[src/rtl/rf_wb_arbiter.sv]
// rtl/rf_wb_arbiter.sv - register-file write-port arbiter: ALU/LSU round-robin, starvation-protected SDU
module rf_wb_arbiter #(
    parameter int MAX_WAIT = 8,
    parameter int CNT_W    = $clog2(MAX_WAIT + 1)
) (
    input  logic        clk,
    input  logic        rst,
    input  logic        alu_valid,
    output logic        alu_ready,
    input  logic [4:0]  alu_rd,
    input  logic [31:0] alu_data,
    input  logic        lsu_valid,
    output logic        lsu_ready,
    input  logic [4:0]  lsu_rd,
    input  logic [31:0] lsu_data,
    input  logic        sdu_valid,
    output logic        sdu_ready,
    input  logic [4:0]  sdu_rd,
    input  logic [31:0] sdu_data,
    output logic        RegWrite,
    output logic [4:0]  rw,
    output logic [31:0] busW,
    output logic [1:0]  grant_id,
    output logic        sdu_forced
);

    localparam logic [CNT_W-1:0] WAIT_MAX = CNT_W'(MAX_WAIT);

    logic             rr_q, rr_d;
    logic [CNT_W-1:0] wait_q, wait_d;
    logic             regwrite_q;
    logic [4:0]       rw_q;
    logic [31:0]      busw_q;
    logic [1:0]       grant_id_q;
    logic             sdu_forced_q;

    logic             grant_alu, grant_lsu, grant_sdu, force_sdu;
    logic [4:0]       sel_rd;
    logic [31:0]      sel_data;

    always_comb begin
        grant_alu = 1'b0;
        grant_lsu = 1'b0;
        grant_sdu = 1'b0;
        rr_d      = rr_q;
        wait_d    = wait_q;
        force_sdu = sdu_valid && (wait_q == WAIT_MAX);

        // A starved SDU preempts both ALU and LSU and leaves their pointer alone.
        if (!rst) begin
            if (force_sdu) begin
                grant_sdu = 1'b1;
            end else if (alu_valid && lsu_valid) begin
                grant_alu = !rr_q;
                grant_lsu = rr_q;
            end else if (alu_valid) begin
                grant_alu = 1'b1;
            end else if (lsu_valid) begin
                grant_lsu = 1'b1;
            end else if (sdu_valid) begin
                grant_sdu = 1'b1;
            end
        end

        if (grant_alu) begin
            rr_d = 1'b1;
        end else if (grant_lsu) begin
            rr_d = 1'b0;
        end

        if (!sdu_valid || grant_sdu) begin
            wait_d = '0;
        end else if (wait_q != WAIT_MAX) begin
            wait_d = wait_q + 1'b1;
        end
    end

    always_comb begin
        sel_rd   = alu_rd;
        sel_data = alu_data;
        if (grant_lsu) begin
            sel_rd   = lsu_rd;
            sel_data = lsu_data;
        end else if (grant_sdu) begin
            sel_rd   = sdu_rd;
            sel_data = sdu_data;
        end
    end

    assign alu_ready = grant_alu;
    assign lsu_ready = grant_lsu;
    assign sdu_ready = grant_sdu;

    always_ff @(posedge clk) begin
        if (rst) begin
            rr_q         <= 1'b0;
            wait_q       <= '0;
            regwrite_q   <= 1'b0;
            rw_q         <= 5'd0;
            busw_q       <= 32'd0;
            grant_id_q   <= 2'd3;
            sdu_forced_q <= 1'b0;
        end else begin
            rr_q   <= rr_d;
            wait_q <= wait_d;
            if (grant_alu || grant_lsu || grant_sdu) begin
                // x0 writes are accepted but never enabled, so x0 stays zero.
                regwrite_q   <= (sel_rd != 5'd0);
                rw_q         <= sel_rd;
                busw_q       <= sel_data;
                grant_id_q   <= grant_sdu ? 2'd2 : (grant_lsu ? 2'd1 : 2'd0);
                sdu_forced_q <= grant_sdu && force_sdu;
            end else begin
                regwrite_q   <= 1'b0;
                grant_id_q   <= 2'd3;
                sdu_forced_q <= 1'b0;
            end
        end
    end

    assign RegWrite   = regwrite_q;
    assign rw         = rw_q;
    assign busW       = busw_q;
    assign grant_id   = grant_id_q;
    assign sdu_forced = sdu_forced_q;

endmodule

[config.mk]
export PLATFORM = sky130hd
export DESIGN_NAME = rf_wb_arbiter
export DESIGN_NICKNAME = d
export VERILOG_FILES = /design/src/rtl/rf_wb_arbiter.sv
export SDC_FILE = /design/constraint.sdc
export NUM_CORES = 1
export LEC_CHECK = 0
export CAP_MARGIN = 20
export CORE_ASPECT_RATIO = 0.6
export CORE_MARGIN = 2
export CORE_UTILIZATION = 34
export CTS_CLUSTER_DIAMETER = 200
export DETAILED_ROUTE_END_ITERATION = 12
export MAX_ROUTING_LAYER = met4
export PLACE_DENSITY = 0.81
export SLEW_MARGIN = 20
export SYNTH_ARGS = -nofsm -noshare
export SYNTH_HDL_FRONTEND = slang
export SYNTH_SLANG_ARGS = --single-unit
[constraint.sdc]
create_clock -name clk -period 2.3 [get_ports clk]
set_input_delay 0.69 -clock clk [delete_from_list [all_inputs] [get_ports clk]]
set_output_delay 0.69 -clock clk [all_outputs]
set_load 0.03 [all_outputs]
==> results of run 1 <==
power groups by stage:
stage               clock (mW)  sequential [mW]  combinational [mW]
floorplan                    0             1.06               0.141
global placement             0            0.921               0.672
detailed placement           0            0.922               0.681
CTS                      0.492            0.907               0.687
global route             0.526            0.917               0.728
finish                   0.473            0.908               0.684
logic make-up after synthesis:
logic type,count (synthesis),synth area share (%)
DFF,46,43.78
muxes,38,18.14
AOI/OAI and AO/OA,80,24.75
and+or+nand+nor,28,7.257
xor gates and xnor gates,1,0.4165
adders and majority gates,2,1.190
buffers and inverters,19,4.461
metrics by stage:
| step | instances | area (µm²) | hold slack (ns) | setup slack [ns] | TNS, ns |
|---|---|---|---|---|---|
| final | 471 | 4029 | 0.4891 | -0.04797 | -0.04797 |
| after global routing | 471 | 4029 | 0.5142 | -0.1431 | -0.1551 |
| after floorplan | 214 | 2103 | 0.4297 | 0.05046 | 0 |
| after detailed placement | 462 | 3909 | 0.4711 | -0.2829 | -8.545 |
| after global placement | 462 | 3909 | 0.4637 | -0.2299 | -6.569 |
| after CTS | 471 | 4029 | 0.4898 | -0.1119 | -0.1119 |
final cells by class:
class / instances / area [µm²] / area share (%)
multi-input combinational: 149 / 1140 / 28.29
tap: 84 / 105.1 / 2.609
clock buffer: 7 / 76.32 / 1.894
timing repair buffer: 181 / 1769 / 43.91
inverter: 4 / 15.01 / 0.3727
sequential: 46 / 923.4 / 22.92
sequential cells by signal, indices dropped and copies added, names as in the netlist:
register and count:
wait_q 4, RegWrite 1, rr_q 1, busW 32, rw 5, sdu_forced 1, grant_id 2
worst min-delay path, cell delays in order, from the launching register on:
cell                      delay, ns
sky130_fd_sc_hd__dfxtp_1       0.33
sky130_fd_sc_hd__a22oi_1       0.06
sky130_fd_sc_hd__o21ai_1       0.06
metal layers:
metal	track usage, %	share of wire [%]	vias up
li1	-	-	1151
met1	28.25	45	1086
met2	36.85	44	110
met3	7.243	9.4	10
met4	5.757	0.90	0
met5	-	0	-
cells in the final DEF (no fill, tap or decap), drive strengths merged:
cell type,instances
a2111oi,1
a21oi,1
a22oi,37
and3,3
and3b,1
buf,25
clkbuf,8
clkdlybuf4s50,152
dfxtp,46
dlygate4sd2,3
ha,2
inv,4
mux2,1
mux2i,37
nand2,4
nand2b,2
nand3,1
nor2,7
nor2b,2
nor3,4
nor4,1
o21ai,39
o21bai,1
o31ai,1
or3,1
or4,2
xor2,1
worst max-delay path by stage:
stage / cells after the start / start / slack [ns] / to
2_1_floorplan: 5 / wait_q[0]$_SDFFE_PP0P_ / 0.05 / lsu_ready
3_3_place_gp: 4 / alu_valid / -0.23 / lsu_ready
3_5_place_dp: 4 / alu_valid / -0.28 / lsu_ready
4_1_cts: 5 / wait_q[1]$_SDFFE_PP0P_ / -0.11 / lsu_ready
5_1_grt: 5 / wait_q[0]$_SDFFE_PP0P_ / -0.14 / lsu_ready
6_report: 5 / wait_q[1]$_SDFFE_PP0P_ / -0.05 / lsu_ready
what timing repair did:
action | 4_1_cts | 5_1_grt
setup endpoints to repair | 3 | 3
cloned | 0 | 0
buffers inserted | 2 | 0
pin swaps | 4 | 2
resized for setup | 18 | 2
==> out/results.ini, run 1 <==
[setup_path]
crit_path_top_delay_cell=sky130_fd_sc_hd__a2111oi_4
critPathBufInv=2
timing.rr.end=busW[3]$_SDFFE_PP0P_
timing.critical_path.fanout_max=3
worst-endpoint-arrival_ns=1.66
timing.setup.critical_path_class=reg2out
required_ns=1.61
critical_path.reg2reg.startpoint=wait_q[1]$_SDFFE_PP0P_
r2r_cells=8
path_delay_family=compound AO/OA/AOI/OAI gates
path_cells=inv_2 > ha_4 > and3b_2 > a2111oi_4 > buf_4
crit_path_start_kind=flop
worst_reg_to_reg_setup_slack_ns=0.33
critPathMaxStageDelay_ns=0.37
worstSetupEndpointType=output port

[synthesis]
synthesis.area_mm2=0.002103
synth_enable_flop_cells=0
synth_top_area_share_pct=43.78
synth_async_sr_flop_share_pct=0
synth_commonest_cells=46 x sky130_fd_sc_hd__dfxtp_1, 38 x sky130_fd_sc_hd__o21ai_1, 37 x sky130_fd_sc_hd__a22oi_1, 37 x sky130_fd_sc_hd__mux2i_1, 9 x sky130_fd_sc_hd__buf_2
synthDistinctLibCells=29
synth_sequential_area_ratio_pct=43.78
postSynthRegisterBits=46
ys_dominant_reg_cell=sky130_fd_sc_hd__dfxtp_1
synth_nets=332
ys_warn_count=0
synth_area_leader_cell=sky130_fd_sc_hd__dfxtp_1
synth_cells=214
synthMostInstantiatedCell=sky130_fd_sc_hd__dfxtp_1
synth_top_cells_by_area=sky130_fd_sc_hd__dfxtp_1 44%, sky130_fd_sc_hd__mux2i_1 18%, sky130_fd_sc_hd__a22oi_1 13%
syn-mean-instance-area_um2=9.828

[sta]
min_period_ns=2.348
worst_clock_skew_ns=0.002674
final-setup-viol-count=1
finalMaxSlewViolations=0
tightest_slew_ns=0.3493
post-route-period-util_pct=102.1
hold_violations=0
rsz0062_at_grt=yes
maxClockFrequency_mhz=425.9
post-route-worst-setup-slack_ns=-0.04797
timing.max_slew.rel_slack_pct=76.64

[die]
floorplan.initialDensity_pct=34.73
die-width_um=105.5
die_footprint_mm2=0.006852
core_region_area_mm2=0.006056
ioPinCount=160
die_h_um=64.93
rows=22

[worst_hold_path]
hold_class=reg2reg
hp-start=busW[22]$_SDFFE_PP0P_
hold_path_end=busW[22]$_SDFFE_PP0P_
hold-path-cell-count=2

[global_route]
grt_first_pass_wirelength_mm=11.99
pin_count_of_the_biggest_net_entering_global_routing=25
gr-total-overflow=0
antenna_found_initial=0
groute.usage.overall_pct=22.91
number_of_global_route_vias_before_repair=2447

[power]
p_int_mw=1.453
power.leakage_nw=1.725
worst_ir_drop_vdd_mv=0.3051
cellPowerDensity_mw_per_mm2=512.4
power.share.switching_pct=29.63
share_clk_of_total_power_pct=22.9
net_sw_power_mw=0.6118
power_frac_seq_pct=44.0
combinational_power_share_pct=33.1
p_total_mw=2.065

[clocking]
tritoncts_buffers=5
htreeDepth=2
clk_root_buffer_cell=sky130_fd_sc_hd__clkbuf_8
cts_tree=done
cts_hold_buf=0
clockBufferDepth=2
worst_skew_pair.late_latency_ns=0.29
clk_transition_reported_paths_ns=0.08
numClockSinks=46

[placement]
io_buffer_count=159
placed_wire_length_estimate_mm=5.723
gp_congestion=0.9000

[layout]
num-fill-cells=522
final_nets=505
area_delta_synth_final_pct=91.55
final_core_util_pct=66.53
insertedDiodeCount=0
fraction_of_final_layout_cells_sized_beyond_drive_strength_1_pct=11.89

[detailed_routing]
vias_per_cell=5.004
routedWlPerCell_um=15.87
detail_route.iter0.violations=81
via_count=2357
route.detailed.drc=0
antenna_left=0
detail_route.wirelength_mm=7.473
detail_route.first_pass.iterations=4

[status]
status=finished with violations
failed_checks=negative setup slack

[flow_run]
max_cap_viol_count=0

Power figures use the tool's default switching activity.
==> run 2, diff against run 1 <==
--- a/config.mk
+++ b/config.mk
@@ -11,6 +11,7 @@
 export CORE_UTILIZATION = 34
 export CTS_CLUSTER_DIAMETER = 200
 export DETAILED_ROUTE_END_ITERATION = 12
+export GPL_TIMING_DRIVEN = 0
 export MAX_ROUTING_LAYER = met4
 export PLACE_DENSITY = 0.81
 export SLEW_MARGIN = 20
==> out/results.ini, run 2 (synthesis results as in run 1) <==
[layout]
fraction_of_final_layout_cells_sized_beyond_drive_strength_1_pct=13.27
area_delta_synth_final_pct=93.46
postLayoutCellArea_mm2=0.004069
flip_flop_count_of_the_largest_register_after_layout=32
layout.cells.most_common=sky130_fd_sc_hd__clkdlybuf4s50_1
mostFrequentLayoutCells=152 x sky130_fd_sc_hd__clkdlybuf4s50_1, 44 x sky130_fd_sc_hd__dfxtp_1, 37 x sky130_fd_sc_hd__mux2i_1, 37 x sky130_fd_sc_hd__a22oi_1, 37 x sky130_fd_sc_hd__o21ai_1
insertedDiodeCount=0
layoutNonFillerInstCount=476
final_nets=509

[detailed_routing]
detail_route.wirelength_mm=7.554
antenna_left=0
route.detailed.drc=0
vias_per_cell=5.015
detail_route.iter0.violations=87
detail_route.first_pass.iterations=4
routedWlPerCell_um=15.87
via_count=2387

[clocking]
tritoncts_buffers=5
htreeDepth=2
worst_skew_pair.late_latency_ns=0.30
clk_transition_reported_paths_ns=0.09
clk_root_buffer_cell=sky130_fd_sc_hd__clkbuf_8
cts_hold_buf=0
clockBufferDepth=2
numClockSinks=46
cts_tree=done

[sta]
tightest_slew_ns=0.5649
post-route-period-util_pct=105.3
rsz0062_at_grt=yes
setup-tns-final_ns=-0.1534
min_period_ns=2.421
post-route-worst-setup-slack_ns=-0.1214
maxClockFrequency_mhz=413.0
finalMaxSlewViolations=0
final-setup-viol-count=2
timing.max_slew.rel_slack_pct=62.03
worst_clock_skew_ns=0.009788
hold_violations=0

[placement]
placed_cells=457
postPlaceCellArea_mm2=0.003800
placed_wire_length_estimate_mm=5.838
gp_congestion=0.8025
io_buffer_count=159

[flow_run]
max_cap_viol_count=0

[setup_path]
worst-endpoint-arrival_ns=1.73
timing.setup.critical_path_class=reg2out
cp_common_cell=sky130_fd_sc_hd__buf_6
timing.critical_path.fanout_max=3
crit_path_start_kind=flop
worstSetupEndpointType=output port
crit_path_top_delay_cell=sky130_fd_sc_hd__a2111oi_4
required_ns=1.61
critPathMaxStageDelay_ns=0.37
path_cells=inv_2 > ha_4 > and3b_2 > a2111oi_4 > buf_6 > buf_6

[die]
floorplan.initialDensity_pct=34.73
die_footprint_mm2=0.006852
ioPinCount=160
rows=22
die-width_um=105.5
die_h_um=64.93
core_region_area_mm2=0.006056

[power]
power.share.switching_pct=27.45
share_clk_of_total_power_pct=31.4
net_sw_power_mw=0.6331
power.leakage_nw=1.735
combinational_power_share_pct=29.3
power_frac_seq_pct=39.3
worst_ir_drop_vdd_mv=0.3435
p_int_mw=1.674
p_total_mw=2.307
cellPowerDensity_mw_per_mm2=566.9

[status]
failed_checks=negative setup slack
status=finished with violations

[global_route]
groute.usage.overall_pct=22.82
pin_count_of_the_biggest_net_entering_global_routing=16
grt_first_pass_wirelength_mm=12.05
antenna_found_initial=0
number_of_global_route_vias_before_repair=2454
gr-total-overflow=0

[worst_hold_path]
hold_class=reg2reg

-- run 2: cell types whose count changed in the layout (fill, tap and decap cells not counted), sizes merged --
cell / previous run / this run
dlygate4sd2: 3 / 0
clkinv: 0 / 1
bufinv: 0 / 2
clkbuf: 8 / 11
clkdlybuf4s15: 0 / 2
-- run 2: power by group through the flow --
stage          clock (mW)  combinational (mW)  sequential, mW
2_1_floorplan           0               0.141            1.06
3_3_place_gp            0               0.654           0.921
3_5_place_dp            0               0.661           0.924
4_1_cts             0.739               0.677           0.906
5_1_grt             0.771               0.719           0.916
6_report            0.723               0.677           0.906
-- run 2: final timing paths --
check | from | end | slack, ns | cells past startpoint
min reg2reg | busW[5]$_SDFFE_PP0P_ | busW[5]$_SDFFE_PP0P_ | 0.49 | 2
max reg2reg | wait_q[0]$_SDFFE_PP0P_ | busW[24]$_SDFFE_PP0P_ | 0.19 | 8
min | busW[5]$_SDFFE_PP0P_ | busW[5]$_SDFFE_PP0P_ | 0.49 | 2
max | wait_q[0]$_SDFFE_PP0P_ | lsu_ready | -0.12 | 6
-- run 2: layer usage --
metal  up-vias  part of all wire (%)  GRT usage, %
li1       1156                     -             -
met1      1121                    46         29.04
met2       106                    46         37.82
met3         4                   7.3         5.433
met4         0                  0.28         3.947
met5         -                     0             -
-- run 2: critical path, delay by kind of cell (launching register included) --
kind | cells | cell delay, ns
flops | 1 | 0.35
fa+ha+maj | 1 | 0.14
buf+inv | 3 | 0.32
simple gates | 1 | 0.24
compound gates | 1 | 0.37
-- run 2: final cells by class --
| class | instances | area (µm²) |
|---|---|---|
| Inverter | 4 | 15.01 |
| Buffer | 14 | 80.08 |
| Clock inverter | 3 | 68.82 |
| Fill cell | 510 | 1987 |
| Multi-Input combinational cell | 149 | 1132 |
| Clock buffer | 5 | 68.82 |
| Tap cell | 84 | 105.1 |
| Timing Repair Buffer | 171 | 1675 |
| Sequential cell | 46 | 923.4 |
-- run 2: what timing repair did --
item	in CTS	in global routing
setup buffers	7	4
pin swaps	3	5
setup endpoints to repair	33	13
gates cloned	0	0
gates resized for setup	43	11
-- run 2: through the flow --
stage               utilization, %  setup slack (ns)  hold WS [ns]
CTS                          66.65           -0.2007        0.4929
floorplan                        -           0.05046        0.4297
global placement             62.75            -1.296        0.4480
finish                       67.19           -0.1214        0.4886
global route                 67.19           -0.2075        0.5173
detailed placement           62.75            -1.307        0.4653
==> run 3, diff against run 2 <==
--- a/config.mk
+++ b/config.mk
@@ -13,7 +13,7 @@
 export DETAILED_ROUTE_END_ITERATION = 12
 export GPL_TIMING_DRIVEN = 0
 export MAX_ROUTING_LAYER = met4
-export PLACE_DENSITY = 0.81
+export PLACE_DENSITY = 0.93
 export SLEW_MARGIN = 20
 export SYNTH_ARGS = -nofsm -noshare
 export SYNTH_HDL_FRONTEND = slang
==> out/results.ini, run 3 (synthesis results as in run 1) <==
[status]
status=finished with violations
failed_checks=negative setup slack

[setup_path]
crit_path_start_kind=flop
worstSetupEndpointType=output port
worst_reg_to_reg_setup_slack_ns=0.18
cp_common_cell=sky130_fd_sc_hd__buf_6
path_cells=inv_2 > ha_4 > and3b_2 > a2111oi_4 > buf_6 > buf_6
timing.critical_path.fanout_max=3
worst-endpoint-arrival_ns=1.69
timing.setup.critical_path_class=reg2out
path_delay_family=flip-flops
critPathMaxStageDelay_ns=0.35
critPathBufInv=3
crit_path_top_delay_cell=sky130_fd_sc_hd__dfxtp_2
required_ns=1.61

[die]
die_h_um=64.93
die_footprint_mm2=0.006852
ioPinCount=160
core_region_area_mm2=0.006056
floorplan.initialDensity_pct=34.73
rows=22
die-width_um=105.5

[flow_run]
max_cap_viol_count=0

[power]
net_sw_power_mw=0.6356
share_clk_of_total_power_pct=24.9
power_frac_seq_pct=43.0
p_total_mw=2.115
cellPowerDensity_mw_per_mm2=525.9
worst_ir_drop_vdd_mv=0.3169
power.leakage_nw=1.712
p_int_mw=1.480
combinational_power_share_pct=32.1
power.share.switching_pct=30.05

[detailed_routing]
routedWlPerCell_um=16.11
detail_route.wirelength_mm=7.651
antenna_left=0
detail_route.first_pass.iterations=4
route.detailed.drc=0
detail_route.iter0.violations=100
vias_per_cell=5.032
via_count=2390

[sta]
tightest_slew_ns=0.6134
setup-tns-final_ns=-0.08433
maxClockFrequency_mhz=419.4
post-route-period-util_pct=103.7
timing.max_slew.rel_slack_pct=58.80
final-setup-viol-count=1
rsz0062_at_grt=yes
post-route-worst-setup-slack_ns=-0.08433
worst_clock_skew_ns=0.007500
hold_violations=0
min_period_ns=2.384
finalMaxSlewViolations=0

[global_route]
pin_count_of_the_biggest_net_entering_global_routing=15
antenna_found_initial=0
groute.usage.overall_pct=23.07
grt_first_pass_wirelength_mm=12.11
gr-total-overflow=0
number_of_global_route_vias_before_repair=2477

[layout]
insertedDiodeCount=0
flip_flop_count_of_the_largest_register_after_layout=32
mostFrequentLayoutCells=152 x sky130_fd_sc_hd__clkdlybuf4s50_1, 44 x sky130_fd_sc_hd__dfxtp_1, 37 x sky130_fd_sc_hd__mux2i_1, 37 x sky130_fd_sc_hd__a22oi_1, 37 x sky130_fd_sc_hd__o21ai_1
layout.cells.most_common=sky130_fd_sc_hd__clkdlybuf4s50_1
postLayoutCellArea_mm2=0.004023
fraction_of_final_layout_cells_sized_beyond_drive_strength_1_pct=13.04
area_delta_synth_final_pct=91.26
final_nets=508
layoutNonFillerInstCount=475

[placement]
io_buffer_count=159
placed_wire_length_estimate_mm=5.731
postPlaceCellArea_mm2=0.003800
dp_worst_setup_slack_ns=-1.233
placed_cells=457
gp_congestion=0.8209

[clocking]
numClockSinks=46
cts_hold_buf=0
cts_tree=done
tritoncts_buffers=5
clk_transition_reported_paths_ns=0.09
clockBufferDepth=2
worst_skew_pair.late_latency_ns=0.29
htreeDepth=2
clk_root_buffer_cell=sky130_fd_sc_hd__clkbuf_8

[worst_hold_path]
hold_class=reg2reg

[run 3: final timing paths]
path | startpoint | endpoint | cells after the start
worst min-delay path | busW[6]$_SDFFE_PP0P_ | busW[6]$_SDFFE_PP0P_ | 2
worst min register to register | busW[6]$_SDFFE_PP0P_ | busW[6]$_SDFFE_PP0P_ | 2
worst max-delay path | wait_q[0]$_SDFFE_PP0P_ | lsu_ready | 6
worst max register to register | wait_q[0]$_SDFFE_PP0P_ | rw[2]$_SDFFE_PP0P_ | 10
[run 3: worst reg2reg max path, cell delays in order (launching register included)]
cell	delay, ns
sky130_fd_sc_hd__dfxtp_2	0.35
sky130_fd_sc_hd__inv_2	0.04
sky130_fd_sc_hd__ha_4	0.14
sky130_fd_sc_hd__and3b_2	0.24
sky130_fd_sc_hd__a2111oi_4	0.35
sky130_fd_sc_hd__buf_4	0.18
sky130_fd_sc_hd__buf_4	0.13
sky130_fd_sc_hd__or3_1	0.15
sky130_fd_sc_hd__buf_4	0.19
sky130_fd_sc_hd__buf_6	0.16
sky130_fd_sc_hd__o21ai_1	0.08
[run 3: per-stage QoR]
stage / utilization, % / hold WS, ns
finish: 66.43 / 0.4936
CTS: 65.99 / 0.4982
floorplan: - / 0.4297
detailed placement: 62.75 / 0.4686
global placement: 62.75 / 0.4449
global route: 66.43 / 0.5242
[run 3: layout make-up]
cell class                      instances  area (µm²)
Multi-Input combinational cell        149        1132
Fill cell                             469        2033
Clock buffer                            6       82.58
Clock inverter                          2       12.51
Sequential cell                        46       923.4
Buffer                                 14       81.33
Tap cell                               84       105.1
Inverter                                4       15.01
Timing Repair Buffer                  170        1670
[run 3: routing by layer]
layer | GRT usage (%) | vias up | share of wire [%]
met5 | - | - | 0
met4 | 4.934 | 0 | 0.84
met3 | 5.634 | 6 | 6.4
met2 | 39.19 | 103 | 47
met1 | 28.19 | 1129 | 46
li1 | - | 1152 | -
[run 3: timing repair]
| action | CTS | global route |
|---|---|---|
| setup endpoints to repair | 33 | 33 |
| setup buffers | 9 | 2 |
| pin swaps | 3 | 2 |
| endpoints found under the hold margin | 0 | 0 |
| gates cloned | 0 | 0 |
| resized for setup | 42 | 10 |
[run 3: power by group through the flow]
| stage | clock network [mW] | logic [mW] | registers (mW) |
|---|---|---|---|
| CTS | 0.541 | 0.675 | 0.907 |
| global route | 0.582 | 0.719 | 0.917 |
| floorplan | 0 | 0.141 | 1.06 |
| detailed placement | 0 | 0.660 | 0.924 |
| global placement | 0 | 0.651 | 0.920 |
| finish | 0.527 | 0.679 | 0.909 |
